<file path="src/rtl/cordic_iter_ctrl.sv">
// -----------------------------------------------------------------------------
// cordic_iter_ctrl
//
// Purpose:
//   Iteration controller for an iterative CORDIC cosine. One external
//   registered CORDIC stage (1-cycle latency, same clk/clk_en) is reused for
//   every iteration. This block sequences that stage, holds the target angle,
//   supplies the shift amount and the atan(2^-i) constant, seeds the first
//   iteration with (K, 0, 0) and captures the final x as the cosine.
//
// Ports:
//   clk, reset             sole rising-edge clock, synchronous active-high reset
//   clk_en                 global advance enable; low freezes all state
//   start, dataa           cosine request and its signed target angle (radians)
//   result, done, busy     signed cos(dataa), 1-cycle valid strobe, run flag
//   stg_target             target angle handed to the stage
//   stg_shift_value        iteration index i (shift amount)
//   stg_shift_angle        atan(2^-i) in fixed point
//   stg_angle/x/y          stage inputs for the current iteration
//   stg_new_angle/x/y      registered stage outputs fed back
//
// Handshake: start is a level sampled only in IDLE on an enabled edge while
//   done is low; there is no backpressure and no queuing. done is a one-cycle
//   valid strobe for result (it stretches only while clk_en is low), and result
//   holds until the next completed run.
//
// Configuration macro:
//   CORDIC_QUADRANT_FOLD_EN  when defined, angles with |dataa| > pi/2 are
//                            folded into range and the result is negated.
// -----------------------------------------------------------------------------
module cordic_iter_ctrl #(
  parameter int INTEGER_WIDTH        = 2,
  parameter int DECIMAL_WIDTH        = 20,
  parameter int DATA_WIDTH           = INTEGER_WIDTH + DECIMAL_WIDTH,
  parameter int CORDIC_COUNTER_WIDTH = 4,
  parameter int ITERATIONS           = 16
) (
  input  logic                            clk,
  input  logic                            reset,
  input  logic                            clk_en,
  input  logic                            start,
  input  logic [DATA_WIDTH-1:0]           dataa,
  output logic [DATA_WIDTH-1:0]           result,
  output logic                            done,
  output logic                            busy,
  output logic [DATA_WIDTH-1:0]           stg_target,
  output logic [CORDIC_COUNTER_WIDTH-1:0] stg_shift_value,
  output logic [DATA_WIDTH-1:0]           stg_shift_angle,
  output logic [DATA_WIDTH-1:0]           stg_angle,
  output logic [DATA_WIDTH-1:0]           stg_x,
  output logic [DATA_WIDTH-1:0]           stg_y,
  input  logic [DATA_WIDTH-1:0]           stg_new_angle,
  input  logic [DATA_WIDTH-1:0]           stg_new_x,
  input  logic [DATA_WIDTH-1:0]           stg_new_y
);

  typedef enum logic [1:0] {
    S_IDLE = 2'd0,
    S_RUN  = 2'd1,
    S_DONE = 2'd2
  } state_t;

  // CORDIC gain compensation 1/prod(sqrt(1+2^-2i)) in Q20.
  localparam logic [DATA_WIDTH-1:0] K_INIT = DATA_WIDTH'(636751);
  localparam logic [CORDIC_COUNTER_WIDTH-1:0] LAST_I =
    CORDIC_COUNTER_WIDTH'(ITERATIONS - 1);

  // round(atan(2^-i) * 2^20). Beyond i=15 atan(2^-i) equals 2^-i to well
  // under one LSB, so the plain shift is exact enough.
  function automatic logic [31:0] atan_q20(input int idx);
    case (idx)
      0:       return 32'd823550;
      1:       return 32'd486170;
      2:       return 32'd256879;
      3:       return 32'd130396;
      4:       return 32'd65451;
      5:       return 32'd32757;
      6:       return 32'd16383;
      7:       return 32'd8192;
      8:       return 32'd4096;
      9:       return 32'd2048;
      10:      return 32'd1024;
      11:      return 32'd512;
      12:      return 32'd256;
      13:      return 32'd128;
      14:      return 32'd64;
      15:      return 32'd32;
      default: return (32'd1 << DECIMAL_WIDTH) >> idx;
    endcase
  endfunction

  state_t                          r_state;
  state_t                          w_next_state;
  logic [CORDIC_COUNTER_WIDTH-1:0] r_i;
  logic [DATA_WIDTH-1:0]           r_target;
  logic                            r_fold;
  logic [DATA_WIDTH-1:0]           r_result;
  logic                            r_done;
  logic                            r_busy;
  logic                            w_accept;
  logic                            w_fold_in;
  logic [DATA_WIDTH-1:0]           w_target_in;

`ifdef CORDIC_QUADRANT_FOLD_EN
  // pi does not fit in DATA_WIDTH signed bits, so folding is done one bit wider.
  localparam logic signed [DATA_WIDTH:0] PI_Q      = (DATA_WIDTH+1)'(3294199);
  localparam logic signed [DATA_WIDTH:0] HALF_PI_Q = (DATA_WIDTH+1)'(1647099);

  logic signed [DATA_WIDTH:0] w_dataa_ext;
  logic signed [DATA_WIDTH:0] w_dataa_abs;

  assign w_dataa_ext = {dataa[DATA_WIDTH-1], dataa};
  assign w_dataa_abs = dataa[DATA_WIDTH-1] ? -w_dataa_ext : w_dataa_ext;
  assign w_fold_in   = (w_dataa_abs > HALF_PI_Q);
  // cos(pi - a) = -cos(a): fold into [-pi/2, pi/2] and negate on the way out.
  assign w_target_in = !w_fold_in           ? dataa :
                       dataa[DATA_WIDTH-1]  ? DATA_WIDTH'(-PI_Q - w_dataa_ext)
                                            : DATA_WIDTH'(PI_Q - w_dataa_ext);
`else
  assign w_fold_in   = 1'b0;
  assign w_target_in = dataa;
`endif

  // Next state and stage drive. Everything stage-facing is zero outside RUN.
  always_comb begin
    w_next_state    = r_state;
    w_accept        = 1'b0;
    stg_shift_value = '0;
    stg_shift_angle = '0;
    stg_angle       = '0;
    stg_x           = '0;
    stg_y           = '0;
    case (r_state)
      S_IDLE: begin
        // A start coinciding with the done strobe is dropped on purpose.
        if (start && !r_done) begin
          w_accept     = 1'b1;
          w_next_state = S_RUN;
        end
      end
      S_RUN: begin
        stg_shift_value = r_i;
        stg_shift_angle = DATA_WIDTH'(atan_q20(int'(r_i)));
        if (r_i == '0) begin
          stg_x = K_INIT;
        end else begin
          stg_x     = stg_new_x;
          stg_y     = stg_new_y;
          stg_angle = stg_new_angle;
        end
        if (r_i == LAST_I) begin
          w_next_state = S_DONE;
        end
      end
      S_DONE: begin
        w_next_state = S_IDLE;
      end
      default: begin
        w_next_state = S_IDLE;
      end
    endcase
  end

  always_ff @(posedge clk) begin
    if (reset) begin
      r_state  <= S_IDLE;
      r_i      <= '0;
      r_target <= '0;
      r_fold   <= 1'b0;
      r_result <= '0;
      r_done   <= 1'b0;
      r_busy   <= 1'b0;
    end else if (clk_en) begin
      r_state <= w_next_state;
      case (r_state)
        S_IDLE: begin
          r_done <= 1'b0;
          if (w_accept) begin
            r_target <= w_target_in;
            r_fold   <= w_fold_in;
            r_i      <= '0;
            r_busy   <= 1'b1;
          end
        end
        S_RUN: begin
          r_i <= r_i + CORDIC_COUNTER_WIDTH'(1);
        end
        S_DONE: begin
          // The stage registered the last iteration on the edge into DONE.
          r_result <= r_fold ? ('0 - stg_new_x) : stg_new_x;
          r_done   <= 1'b1;
          r_busy   <= 1'b0;
          // Clear so the stage sees an all-zero interface while idle.
          r_target <= '0;
          r_fold   <= 1'b0;
          r_i      <= '0;
        end
        default: begin
          r_i <= '0;
        end
      endcase
    end
  end

  assign result     = r_result;
  assign done       = r_done;
  assign busy       = r_busy;
  assign stg_target = r_target;

endmodule

</file>
<file path="config.mk">
export PLATFORM = sky130hd
export DESIGN_NAME = cordic_iter_ctrl
export DESIGN_NICKNAME = d
export VERILOG_FILES = /design/src/rtl/cordic_iter_ctrl.sv
export SDC_FILE = /design/constraint.sdc
export NUM_CORES = 1
export LEC_CHECK = 0
export CAP_MARGIN = 20
export CORE_ASPECT_RATIO = 0.75
export CORE_MARGIN = 2
export CORE_UTILIZATION = 32
export CTS_CLUSTER_DIAMETER = 80
export DETAILED_ROUTE_END_ITERATION = 12
export PLACE_DENSITY = 0.74
export SLEW_MARGIN = 20
export SYNTH_ARGS = -nofsm -noshare
export SYNTH_HDL_FRONTEND = slang
export SYNTH_SLANG_ARGS = --single-unit
</file>
<file path="constraint.sdc">
create_clock -name clk -period 2.35 [get_ports clk]
set_input_delay 0.5875 -clock clk [delete_from_list [all_inputs] [get_ports clk]]
set_output_delay 0.5875 -clock clk [all_outputs]
set_load 0.02 [all_outputs]
</file>
Word level (Yosys, flattened, before mapping)
Memory sizes are Yosys's and may differ from the RTL's. A register that Yosys moved wholly into a read port is not among the register bits.
Index checks and enable logic that the tools add are counted.

storage, ports and cells
  memories = 1
  output and inout bits = 138
  bits of input ports = 92
  word-level logic and storage cells = 51
  bits in read-only memories = 320
  flip-flop bits (word level) = 53

operators by class
  reduce and logical (&&, ||, !) cells = 10
  mux-type cells = 25
  equal/unequal tests = 6
  $add $sub $neg = 2

memories
  memory           words  bits a word  rd ports  clocked after memory_dff  wr ports  line  text
  (no name shown)  16     20           1         1                         0         71    case (idx)

operators with widths
  kind                   count
  $mux 22                9
  $pmux 22 s2            1
  $sub 1x22->22 const A  1
  $mux 4                 4
  $pmux 4 s2             1
  $ne 2x2->1 const B     3
  $pmux 1 s2             3
  $reduce_and 2->1       3
  $reduce_and 3->1       2
  $add 4x1->4 const B    1
  $eq 4x4->1 const B     1
  $logic_not 4->1        1
  $mux 1                 4
  $mux 2                 2
  $pmux 2 s2             1
  $eq 2x1->1 const B     1
  $eq 2x2->1 const B     1
  $logic_not 2->1        1
  $reduce_bool 2->1      1
  $logic_and 1x1->1      1
  $logic_not 1->1        1

Longest topological paths before layout
  depth after elaboration = 8
  mapped depth = 9
  mapped depth without buffers = 9

Worst setup path after synthesis
Ideal clock, no wire load.

  path kind = input to register
  start = in start
  end = reg (tool-made name)
  data required time = 2.279 ns
  stages = 8
  arrival time = 2.483 ns
  library setup time = 0.071 ns
  slack = -0.204 ns
  buffers on the path = 0
  cell sequence = nor2b_1 o31a_1 mux2_4 nor2_1 inv_1 ha_1 mux2_2 o2bb2ai_1

RTL lines
  what                line  text
  start: declaration  41    input logic start,

Worst setup path after layout
  start = reg r_i[0]
  end = out stg_angle[1]

between the ends
  cells in the longest elaborated chain, start to end = 3

RTL lines
  what                      line  text
  start: declaration        94    logic [CORDIC_COUNTER_WIDTH-1:0] r_i;
  start signal: assignment  186   r_i <= r_i + CORDIC_COUNTER_WIDTH'(1);
  $logic_not 4->1           144   if (r_i == '0) begin
  $mux 22                   144
  $mux 22                   133   case (r_state)
  end: declaration          49    output logic [DATA_WIDTH-1:0] stg_angle,

No other way between the ends.

==> run summary <==
STATUS
-----------------------------------------------------------------------------------------
Run status                                                                   finished, violations left
Violations in the final reports                                              setup timing

GRT
-----------------------------------------------------------------------------------------
Global-route congestion overflow total                                                  0
Met1 demand-to-capacity share in global routing                                    27.37%
Number of global-route vias before repair                                            3758
Met2 track utilization from global routing                                         36.81%
Wire length of the first global-routing pass                                     19.56 mm
Top Usage Layer GRT                                                                  met2
Global-route usage over all layers                                                 22.26%
Largest net degree at the start of global routing                                      24
Grt met3 use                                                                       7.328%
Antenna violations before repair                                                        0

LAYOUT
-----------------------------------------------------------------------------------------
Layout cells sized above 1                                                         37.08%
Nets@finish                                                                           772
Layout Utilization                                                                 67.30%
Area added between synthesis and finish                                            105.2%
Number of inserted diodes                                                               0

TIMING
-----------------------------------------------------------------------------------------
RSZ-0062 raised after global routing                                                 true
Clock tree skew after final layout                                            0.007501 ns
Slew Limit Fails                                                                        0
Smallest setup slack after layout                                            -0.008139 ns
Maximum clock frequency                                                         424.1 MHz
Clock period minus worst slack                                                   2.358 ns
Finish-stage setup viols                                                                3
Number of hold violations in the final report                                           0
Share of the clock period used by the worst path                                   100.3%

WORST SETUP PATH
-----------------------------------------------------------------------------------------
Worst-path cell chain                                                        inv_2 > ha_4 > nor3b_4 > nor2_4 > buf_6 > clkbuf_16 > and2_4 > buf_6
Delay of the slowest cell on the worst path                                       0.33 ns
Crit Path Class                                                                   reg2out
WP data required                                                                  1.76 ns
Slowest library cell on the worst path                                       sky130_fd_sc_hd__dfxtp_2
Buffer and inverter count on the worst path                                             4
Maximum net fanout on the critical path                                                 7
Cell family with the largest share of critical-path delay                    buffers and inverters
CP endpoint kind                                                             primary output
Cell mode on critical path                                                   sky130_fd_sc_hd__buf_6
Startpoint Class                                                                flip-flop
CP Data Arrival Time                                                              1.77 ns

SYNTHESIS
-----------------------------------------------------------------------------------------
Proportion of register bits with asynchronous set or reset after synthesis             0%
Cell with the most instances after synthesis                                 sky130_fd_sc_hd__and2_1
Total of flip-flops plus latches after synthesis                                       72
Main area contributors after synthesis                                       sky130_fd_sc_hd__dfxtp_1 43%, sky130_fd_sc_hd__and2_1 14%, sky130_fd_sc_hd__a22o_1 5.7%, sky130_fd_sc_hd__nand2_1 5.1%, sky130_fd_sc_hd__nor2_1 4.4%
Number of flops mapped to enable cells by yosys                                         0
Adder-cell share of the synthesized area                                           2.977%
Fraction of the yosys area taken by sequential cells                               42.87%
Mean post-synth cell area                                                      8.732 um^2
Post-synthesis cell area                                                        3362 um^2
Multiplexer share of the synthesized area                                          2.977%
Synth warnings                                                                          0
Post-synthesis share of cell area spent on and, or, nand and nor gates             28.88%
Dominant register cell in the synthesized netlist                            sky130_fd_sc_hd__dfxtp_1
Synth cell types                                                                       44
Fraction of the mapped netlist area in compound gates                              16.04%
Proportion of netlist area held by the largest area contributor                    42.87%
Largest family of logic cells by synthesized area                            simple AND/OR/NAND/NOR gates
Syn Inst Count                                                                        385
Most frequent cells after synthesis                                          75 x sky130_fd_sc_hd__and2_1, 72 x sky130_fd_sc_hd__dfxtp_1, 46 x sky130_fd_sc_hd__nand2_1
Synth Area in XOR/XNOR                                                                 0%
Biggest area consumer among synthesized cells                                sky130_fd_sc_hd__dfxtp_1

ROUTE
-----------------------------------------------------------------------------------------
Number of nets still failing antenna checks after routing                               0
Routed length per instance                                                       16.82 um
Per-cell via count in the routed design                                             4.691
DRC viols                                                                               0
Count of TritonRoute iterations in the first routing pass                               4
Total vias in the final route                                                        3814
Detailed-route wire length                                                       13.68 mm
Initial DRC count                                                                      87

PWR
-----------------------------------------------------------------------------------------
Worst vdd ir                                                                    0.3476 mV
Leakage power summed over all cells                                           0.003010 uW
Power per unit of standard cell area                                         466.5 nW/um^2

FLOORPLANNING
-----------------------------------------------------------------------------------------
Effective utilization at floorplan                                                 32.80%
Io pins                                                                               230
Width of the chip                                                                122.4 um
Core area                                                                      10250 um^2
Number of placement rows                                                               32
Die Area                                                                       11350 um^2
Die Y                                                                            92.77 um

CLOCK NETWORK
-----------------------------------------------------------------------------------------
Maximum level of the CTS H-tree                                                         3
Number of buffers created by CTS                                                        9
Clock Tree Root                                                              sky130_fd_sc_hd__clkbuf_16
Clock slew at the register clock pins of the worst setup and hold paths           0.05 ns
Sinks on the clock net                                                                 72
Source-to-sink clock delay at the later pin of the worst-skew pair                0.33 ns
Buffers from clock root to sink, at most                                                2
CTS tree                                                                            built

PLACEMENT
-----------------------------------------------------------------------------------------
Port bufs                                                                             227
Worst slack at placement                                                       -0.3788 ns
Final HPWL DP                                                                    9.373 mm
Weighted congestion reported at the end of routability-driven placement            0.8570

WORST HOLD PATH
-----------------------------------------------------------------------------------------
Min-Delay Path Class                                                              reg2reg

RUN
-----------------------------------------------------------------------------------------
Count of maximum capacitance violations                                                 0

==> logic make-up (layout without fill, tap and decap cells) <==
logic type               count (synthesis)  in the layout
other                                    1              2
flip-flops                              72             72
AO/OA/AOI/OAI                           69             69
buffers and inverters                   38            329
AND/OR/NAND/NOR                        188            188
multiplexers                             9              9
adder cells (fa/ha/maj)                  8              8
==> tightest hold or removal path, stage by stage, from the launching register on <==
cell and delay, ns:
sky130_fd_sc_hd__dfxtp_1 0.31, sky130_fd_sc_hd__nand2_1 0.05, sky130_fd_sc_hd__a21oi_1 0.05
==> final cells by class <==
class | count | area (um^2)
clock buffer | 12 | 256.5
clock inverter | 4 | 28.78
fill | 827 | 3352
inverter | 7 | 26.28
multi-input combinational | 276 | 1941
sequential | 72 | 1444
tap | 136 | 170.2
timing repair buffer | 306 | 3032
==> metal layers <==
metal	wire, um	vias to the layer above
li1	-	1849
met1	5691	1801
met2	6679	142
met3	1063	22
met4	240	0
met5	0	-
==> report_power, final <==
part	switching [uW]	leakage [uW]	internal, uW	total (uW)
clock network	506	0.000135	772	1280
logic	289	0.00229	369	658
registers	18.2	0.000586	1260	1280
total	813	0.00301	2400	3220
==> layout by cell type, fill, tap and decap left out, types with 12 or more instances in the layout <==
| cell | n |
|---|---|
| sky130_fd_sc_hd__a21oi_1 | 26 |
| sky130_fd_sc_hd__a22o_1 | 22 |
| sky130_fd_sc_hd__and2_1 | 22 |
| sky130_fd_sc_hd__and2_4 | 53 |
| sky130_fd_sc_hd__buf_2 | 12 |
| sky130_fd_sc_hd__buf_4 | 66 |
| sky130_fd_sc_hd__buf_6 | 56 |
| sky130_fd_sc_hd__clkbuf_16 | 13 |
| sky130_fd_sc_hd__clkdlybuf4s50_1 | 135 |
| sky130_fd_sc_hd__dfxtp_1 | 70 |
| sky130_fd_sc_hd__dlygate4sd2_1 | 23 |
| sky130_fd_sc_hd__nand2_1 | 46 |
| sky130_fd_sc_hd__nor2_1 | 35 |
==> path summary, 6_finish.rpt <==
check,startpoint,endpoint,slack (ns),cells after the start
worst min register to register,result[20]$_SDFFE_PP0P_,result[20]$_SDFFE_PP0P_,0.46,2
worst max-delay path,r_i[0]$_SDFFE_PP0N_,stg_angle[1],-0.008,8
worst max register to register,r_i[1]$_SDFFE_PP0N_,flip-flop,0.12,10
worst min-delay path,result[20]$_SDFFE_PP0P_,result[20]$_SDFFE_PP0P_,0.46,2
==> through the flow <==
stage	TNS, ns	instance area (um^2)	power, uW	hold WS, ns	std cells
after CTS	-0.004776	6411	3217	0.4567	805
final	-0.01287	6898	3218	0.4565	813
after global placement	-9.648	6175	1933	0.4418	781
after detailed placement	-13.10	6175	1942	0.4504	781
after floorplan	0	3388	1549	0.5336	386
after global routing	-2.219	6898	3349	0.4716	813
==> what timing repair did <==
item                                    CTS  global route
pin swaps                                 3            49
endpoints found under the setup margin   94            81
cloned                                    3             4
gates resized for setup                 315           162
setup buffers                             5             4
hold buffers                              0             0
Power figures use the tool's default switching activity.
